===== config.mk =====
export PLATFORM = sky130hd
export DESIGN_NAME = trap_ctrl
export DESIGN_NICKNAME = d
export VERILOG_FILES = /design/src/rtl/trap_pkg.sv /design/src/rtl/trap_sel.sv /design/src/rtl/trap_ctrl.sv
export SDC_FILE = /design/constraint.sdc
export NUM_CORES = 1
export LEC_CHECK = 0
export ABC_CLOCK_PERIOD_IN_PS = 1900
export BUFFER_PORTS_ARGS = -buffer_cell sky130_fd_sc_hd__buf_2
export CAP_MARGIN = 20
export CORE_AREA = 2 2 311 313
export DETAILED_ROUTE_END_ITERATION = 10
export DIE_AREA = 0 0 313 315
export PLACE_DENSITY = 0.3
export SETUP_SLACK_MARGIN = 0.4
export SYNTH_ARGS = -nofsm -noshare
export SYNTH_HDL_FRONTEND = slang
export SYNTH_SLANG_ARGS = --single-unit

===== constraint.sdc =====
create_clock -name clk -period 1.9 [get_ports clk]
set_input_delay 0.19 -clock clk [delete_from_list [all_inputs] [get_ports clk]]
set_output_delay 0.19 -clock clk [all_outputs]
set_load 0.01 [all_outputs]

===== src/rtl/trap_pkg.sv =====
// Shared types and constants for the commit-stage trap sequencer.
package trap_pkg;

    localparam int XLEN_DFLT = 64;
    localparam int INT_BIT   = XLEN_DFLT - 1;

    localparam logic [1:0] RET_M = 2'b11;
    localparam logic [1:0] RET_S = 2'b01;
    localparam logic [1:0] RET_U = 2'b00;

    typedef enum logic [1:0] {
        IDLE  = 2'd0,
        REDIR = 2'd1,
        WFI   = 2'd2
    } state_t;

    // One-hot event select; EV_NONE means no valid head was offered.
    typedef enum logic [6:0] {
        EV_NONE  = 7'b0000000,
        EV_IRQ   = 7'b0000001,
        EV_EXC   = 7'b0000010,
        EV_EOUT  = 7'b0000100,
        EV_RET   = 7'b0001000,
        EV_FLUSH = 7'b0010000,
        EV_WFI   = 7'b0100000,
        EV_PLAIN = 7'b1000000
    } ev_t;

    function automatic logic ev_is_trap(input ev_t ev);
        return (ev == EV_IRQ) || (ev == EV_EXC) || (ev == EV_EOUT);
    endfunction

endpackage


===== src/rtl/trap_sel.sv =====
// Fixed-priority event encoder for the ROB head: picks one event and forms cause/tval.
module trap_sel
    import trap_pkg::*;
#(
    parameter int XLEN      = XLEN_DFLT,
    parameter int ILL_CAUSE = 2
) (
    input  logic            cmt_vld,
    input  logic            cmt_exc,
    input  logic [XLEN-1:0] cmt_cause,
    input  logic [XLEN-1:0] cmt_tval,
    input  logic            cmt_ret_vld,
    input  logic            cmt_wfi,
    input  logic            csr_eout,
    input  logic            csr_flush,
    input  logic [6:0]      csr_intg,
    output ev_t             ev,
    output logic [XLEN-1:0] cause,
    output logic [XLEN-1:0] tval
);

    always_comb begin
        // NOTE: every output gets a default first so no path through the if-chain infers a latch.
        ev    = EV_NONE;
        cause = '0;
        tval  = '0;
        if (cmt_vld) begin
            if (csr_intg[6]) begin
                ev    = EV_IRQ;
                cause = {1'b1, {(XLEN-7){1'b0}}, csr_intg[5:0]};
            end else if (cmt_exc) begin
                ev    = EV_EXC;
                cause = cmt_cause;
                tval  = cmt_tval;
            end else if (csr_eout) begin
                ev    = EV_EOUT;
                cause = XLEN'(ILL_CAUSE);
            end else if (cmt_ret_vld) begin
                ev = EV_RET;
            end else if (csr_flush) begin
                ev = EV_FLUSH;
            end else if (cmt_wfi) begin
                ev = EV_WFI;
            end else begin
                ev = EV_PLAIN;
            end
        end
    end

endmodule


===== src/rtl/trap_ctrl.sv =====
// Commit-stage trap sequencer: trap/xRET strobes to the CSR file, one-cycle flush+redirect, WFI halt.
// Optional statistics counters are built when TRAP_CTRL_STATS_EN is defined.
module trap_ctrl
    import trap_pkg::*;
#(
    parameter int XLEN      = XLEN_DFLT,
    parameter int ILL_CAUSE = 2,
    parameter int CNT_W     = 64
) (
    input  logic             clk,
    input  logic             rst,
    input  logic             cmt_vld,
    input  logic [XLEN-1:0]  cmt_pc,
    input  logic             cmt_exc,
    input  logic [XLEN-1:0]  cmt_cause,
    input  logic [XLEN-1:0]  cmt_tval,
    input  logic [2:0]       cmt_ret,
    input  logic             cmt_wfi,
    output logic             cmt_ack,
    input  logic             csr_eout,
    input  logic             csr_flush,
    input  logic [6:0]       csr_intg,
    input  logic             csr_intl,
    input  logic [XLEN-1:0]  csr_tvec,
    input  logic [XLEN-1:0]  csr_mepc,
    input  logic [XLEN-1:0]  csr_sepc,
    output logic             csr_ein,
    output logic [XLEN-1:0]  csr_epc,
    output logic [XLEN-1:0]  csr_tval,
    output logic [XLEN-1:0]  csr_cause,
    output logic [2:0]       csr_ret,
    output logic             flush,
    output logic             redir_vld,
    output logic [XLEN-1:0]  redir_pc,
    output logic             halt,
    output logic [CNT_W-1:0] trap_cnt,
    output logic [CNT_W-1:0] irq_cnt
);

    state_t          r_state;
    logic            r_flush;
    logic            r_redir_vld;
    logic [XLEN-1:0] r_redir_pc;
    logic            r_halt;

    logic            w_sel_vld;
    ev_t             w_ev;
    logic [XLEN-1:0] w_cause;
    logic [XLEN-1:0] w_tval;
    logic            w_trap;
    logic            w_redir;
    logic [XLEN-1:0] w_target;

    // Only a valid head seen in IDLE outside reset can produce an event.
    assign w_sel_vld = cmt_vld && (r_state == IDLE) && !rst;

    trap_sel #(
        .XLEN      (XLEN),
        .ILL_CAUSE (ILL_CAUSE)
    ) u_sel (
        .cmt_vld     (w_sel_vld),
        .cmt_exc     (cmt_exc),
        .cmt_cause   (cmt_cause),
        .cmt_tval    (cmt_tval),
        .cmt_ret_vld (cmt_ret[2]),
        .cmt_wfi     (cmt_wfi),
        .csr_eout    (csr_eout),
        .csr_flush   (csr_flush),
        .csr_intg    (csr_intg),
        .ev          (w_ev),
        .cause       (w_cause),
        .tval        (w_tval)
    );

    assign w_trap  = ev_is_trap(w_ev);
    assign w_redir = w_trap || (w_ev == EV_RET) || (w_ev == EV_FLUSH);

    assign csr_ein   = w_trap;
    assign csr_epc   = w_trap ? cmt_pc  : '0;
    assign csr_tval  = w_trap ? w_tval  : '0;
    assign csr_cause = w_trap ? w_cause : '0;
    assign csr_ret   = (w_ev == EV_RET) ? cmt_ret : 3'b000;
    assign cmt_ack   = (w_ev == EV_RET) || (w_ev == EV_FLUSH) ||
                       (w_ev == EV_WFI) || (w_ev == EV_PLAIN);

    // tvec is taken now, before the CSR file switches privilege on the trap strobe.
    always_comb begin
        w_target = '0;
        if (w_trap) begin
            w_target = csr_tvec;
        end else if (w_ev == EV_RET) begin
            case (cmt_ret[1:0])
                RET_M:   w_target = csr_mepc;
                RET_S:   w_target = csr_sepc;
                RET_U:   w_target = '0;
                default: w_target = '0;
            endcase
        end else if (w_ev == EV_FLUSH) begin
            w_target = cmt_pc + XLEN'(4);
        end
    end

    always_ff @(posedge clk) begin
        // NOTE: state registers use non-blocking assignments so every flop samples pre-edge values.
        if (rst) begin
            r_state     <= IDLE;
            r_flush     <= 1'b0;
            r_redir_vld <= 1'b0;
            r_redir_pc  <= '0;
            r_halt      <= 1'b0;
        end else begin
            r_flush     <= 1'b0;
            r_redir_vld <= 1'b0;
            case (r_state)
                IDLE: begin
                    if (w_redir) begin
                        r_state     <= REDIR;
                        r_flush     <= 1'b1;
                        r_redir_vld <= 1'b1;
                        r_redir_pc  <= w_target;
                    end else if (w_ev == EV_WFI) begin
                        r_state <= WFI;
                        r_halt  <= 1'b1;
                    end
                end
                REDIR: r_state <= IDLE;
                WFI: begin
                    if (csr_intl) begin
                        r_state <= IDLE;
                        r_halt  <= 1'b0;
                    end
                end
                default: begin
                    r_state <= IDLE;
                    r_halt  <= 1'b0;
                end
            endcase
        end
    end

    assign flush     = r_flush;
    assign redir_vld = r_redir_vld;
    assign redir_pc  = r_redir_pc;
    assign halt      = r_halt;

`ifdef TRAP_CTRL_STATS_EN
    logic [CNT_W-1:0] r_trap_cnt;
    logic [CNT_W-1:0] r_irq_cnt;

    always_ff @(posedge clk) begin
        if (rst) begin
            r_trap_cnt <= '0;
            r_irq_cnt  <= '0;
        end else begin
            if (w_trap)          r_trap_cnt <= r_trap_cnt + CNT_W'(1);
            if (w_ev == EV_IRQ)  r_irq_cnt  <= r_irq_cnt + CNT_W'(1);
        end
    end

    assign trap_cnt = r_trap_cnt;
    assign irq_cnt  = r_irq_cnt;
`else
    assign trap_cnt = '0;
    assign irq_cnt  = '0;
`endif

endmodule

==> impl_results.md <==
- Outcome: complete, but fails checks
- Failing checks: negative setup slack
- Post-Synthesis Cell Area: 7540 sq um
- Mux share of post-synthesis cell area: between 9 and 10%
- Initial core utilization: 7.88%
- GRT busiest layer: met2
- Final hold violation count: 0
- Max cap viols: 0
- Avg WL per Cell: 22.2 microns
- XOR/XNOR share of the synthesized area: 5.92%
- Fin worst setup slack: -0.350 ns
- Sw Pwr: 2.45 mW
- Setup TNS Final: -63.94 ns
- Vias in the first global route: about 11000
- Pre-antenna DRT Iters: 5
- Seq/Total Area, Yosys: a little under a fifth
- GR Layer Usage met3: ~4.2%
- CP Class: flop to flop
- Final Setup Violations: approximately 260
- Total GRT Usage: 13.6%
- Root buffer selected by CTS: clkbuf_16
- Final min period: 2.25 ns
- Crit path max fanout: 6
- H-tree levels: 3
- Power Total: 6.50 mW
- Cell internal pwr: 4.05 mW
- Placed instance count: 3080
- Area contributors post-synth: dfxtp_1 18%, and3_1 16%, buf_4 13%, mux2_2 6.4%, a21oi_1 3.9%
- Max stage delay on crit path: just over 0.5 ns
- Syn avg cell area: 7.35 sq um
- CTS Buf Count: 9
- Detailed Place HPWL: 58.0 mm
- CTS tree: built
- Layout Skew: 0.00939 ns
- Via count: 11000
- Synth Flop Type: dfxtp_1
- Synthesized instance count: about 1000
- IO Port Bufs: 665
- Final cell count without fillers: 3184
- Sequential power share: 24.6%
- Slew Viols, Final: 0
- Worst Hold Class: input pin to flop
- Top-count cell post-synth: and3_1
- Die height: 315 microns
- Vias per cell: 3.47
- Synth Register Bits: 68
- Clock Tree Buf Depth: 2
- Die ar.: 98600 sq um
- Yosys top cell area share: 18.0%
- Synth cell types: 54
- Post-synthesis simple-gate area fraction: 31.9%
- Worst-margin pin slew: 0.666 ns
- DIE WIDTH: 313 microns
- EDFF count, synth: 0
- Crit end category: flop
- Async S/R FF share, synth: 0%
- Highest clock rate: 0.444 GHz
- Layout area overhead: 122%
- Initial antenna violation count: 26
- Final worst path period share: 118%
- Largest net degree at the start of global routing: 88
- GR Util met1: ~16%
- Slowest CP cell: or4b_4
- Critical path launch point type: flop
- First-pass GRT wire length: 91.9 mm
- Num rows: ~110
- Top post-synthesis cells by count: 189 x and3_1, 129 x buf_4, 68 x dfxtp_1
- Drt initial violations: 411
- Logic pwr share: 44.3%
- Combinational family with the most area after synthesis: simple AND/OR/NAND/NOR gates
- CP required: 2.15 ns
- Switching share of power: 37.7%
- Pwr Density: 388 nW/um^2
- I/O pin cnt: 794
- Max_slew headroom: roughly 55%
- Clock power frac: between 30% and 40%
- Ys Warns: 0
- CP Cell Sequence: buf_4 > or4b_4 > buf_6 > buf_6 > a21o_4 > clkinv_8 > nor2_4 > buf_12 > a22oi_2 > o22ai_2
- Skew-Pair Late Insertion Delay: about 0.38 ns
- M2 GR Usage: 23.5%
- Layout Nets: 2296
- VDD IR max: 0.000436 V
- Grt total ovfl: 0
- # DRC: 0
- CTS clk-pin slew, worst paths: 0.07 ns
- Final wirelength: 70.7 mm
- GP Congestion: 0.791
- Clk sinks: 68
- CP arrival: 2.50 ns
- Fill cells: 11000
- Synth Area in Compound Gates: 16.2%
- Unrepaired setup endpoints after global routing: true
- Adder and majority gate portion of the synthesized area: less than 1%
- Cell accounting for the most synthesized area: dfxtp_1
- CP most frequent cell: buf_6
- CORE AREA: 95700 sq um
- Leakage: 8.18 nW
- Layout cell share with drive strength beyond 1: 63.3%
- Post-DRT Antenna Nets: 0
-- kinds of logic (layout without fill, tap and decap cells) --
logic type | after synthesis | count (layout)
simple gates | 421 | 423
buf+inv | 232 | 974
compound gates | 189 | 189
flops | 68 | 68
mux | 64 | 64
xor+xnor | 51 | 51
fa+ha+maj | 1 | 1
other cells | 1 | 138
-- metal layers --
metal	wire length, microns	up-vias
li1	-	5270
met1	29600	5164
met2	34400	533
met3	5510	60
met4	1110	12
met5	77	-
-- what timing repair did --
item / 4_1_cts / 5_1_grt
endpoints found under the setup margin: 265 / 265
endpoints found under the hold margin: 1 / 0
gates resized for setup: 244 / 205
buffers inserted: 36 / 21
cloned: 17 / 3
pin swaps: 45 / 69
hold buffers: 1 / 0
-- placed cells by master (no fill, tap or decap), types with 19 or more instances in the layout --
| cell type | instances |
|---|---|
| buf_4 | 174 |
| o21ai_1 | 28 |
| mux2_2 | 43 |
| buf_6 | 126 |
| xnor2_1 | 32 |
| and3_1 | 123 |
| mux2i_1 | 21 |
| nor2_1 | 21 |
| buf_12 | 36 |
| and3_4 | 66 |
| a21oi_2 | 26 |
| a21oi_1 | 28 |
| nand2_1 | 43 |
| buf_2 | 578 |
| nand3_1 | 39 |
| xor2_1 | 19 |
| conb_1 | 128 |
| dfxtp_1 | 66 |
-- worst paths after layout --
check,startpoint,endpoint,slack [ns],cells after the start
max,r_state[0]$_SDFFE_PP0P_,redir_pc[42]$_SDFFE_PP0P_,-0.35,10
max reg2reg,r_state[0]$_SDFFE_PP0P_,redir_pc[42]$_SDFFE_PP0P_,-0.35,10
min reg2reg,redir_pc[22]$_SDFFE_PP0P_,redir_pc[22]$_SDFFE_PP0P_,0.46,2
min,csr_tvec[0],redir_pc[0]$_SDFFE_PP0P_,0.04,2
-- registers in the layout (all words and copies together) (netlist names) --
register / count
r_state: 2
redir_vld: 1
halt: 1
redir_pc: 64
-- worst max-delay path: cells and delay by family (launching register included) --
family,cells,cell delay [ns]
simple gates,2,0.61
flops,1,0.33
buf+inv,5,0.65
compound gates,3,0.51
-- per-stage QoR --
stage	area [sq um]	worst slack (ns)	hold slack (ns)	utilization, %
after floorplan	8140	-0.0746	0.329	-
after global placement	13500	-0.568	0.419	14.1
after detailed placement	13500	-0.558	0.415	14.1
after CTS	15600	-0.386	0.00212	16.3
after global routing	16700	-0.432	0.0405	17.5
final	16800	-0.350	0.0425	17.5
-- power by group through the flow --
stage,clock [mW],combinational (mW),sequential [mW]
6_report,2.02,2.88,1.60
5_1_grt,2.15,3.12,1.61
4_1_cts,2.14,2.72,1.59
3_5_place_dp,0,2.35,1.62
3_3_place_gp,0,2.37,1.62
2_1_floorplan,0,1.02,1.65
-- final cells by class --
class	count	area (sq um)	share of cell area, %
diodes	10	25.0	0.149
clock inverters	7	98.8	0.590
flip-flops and latches	68	1360	8.14
repair buffers	945	7030	41.9
well taps	1276	1600	9.53
clock buffers	9	225	1.34
inverters	13	71.3	0.426
multi-input cells	856	6350	37.9
Power figures use the tool's default switching activity.
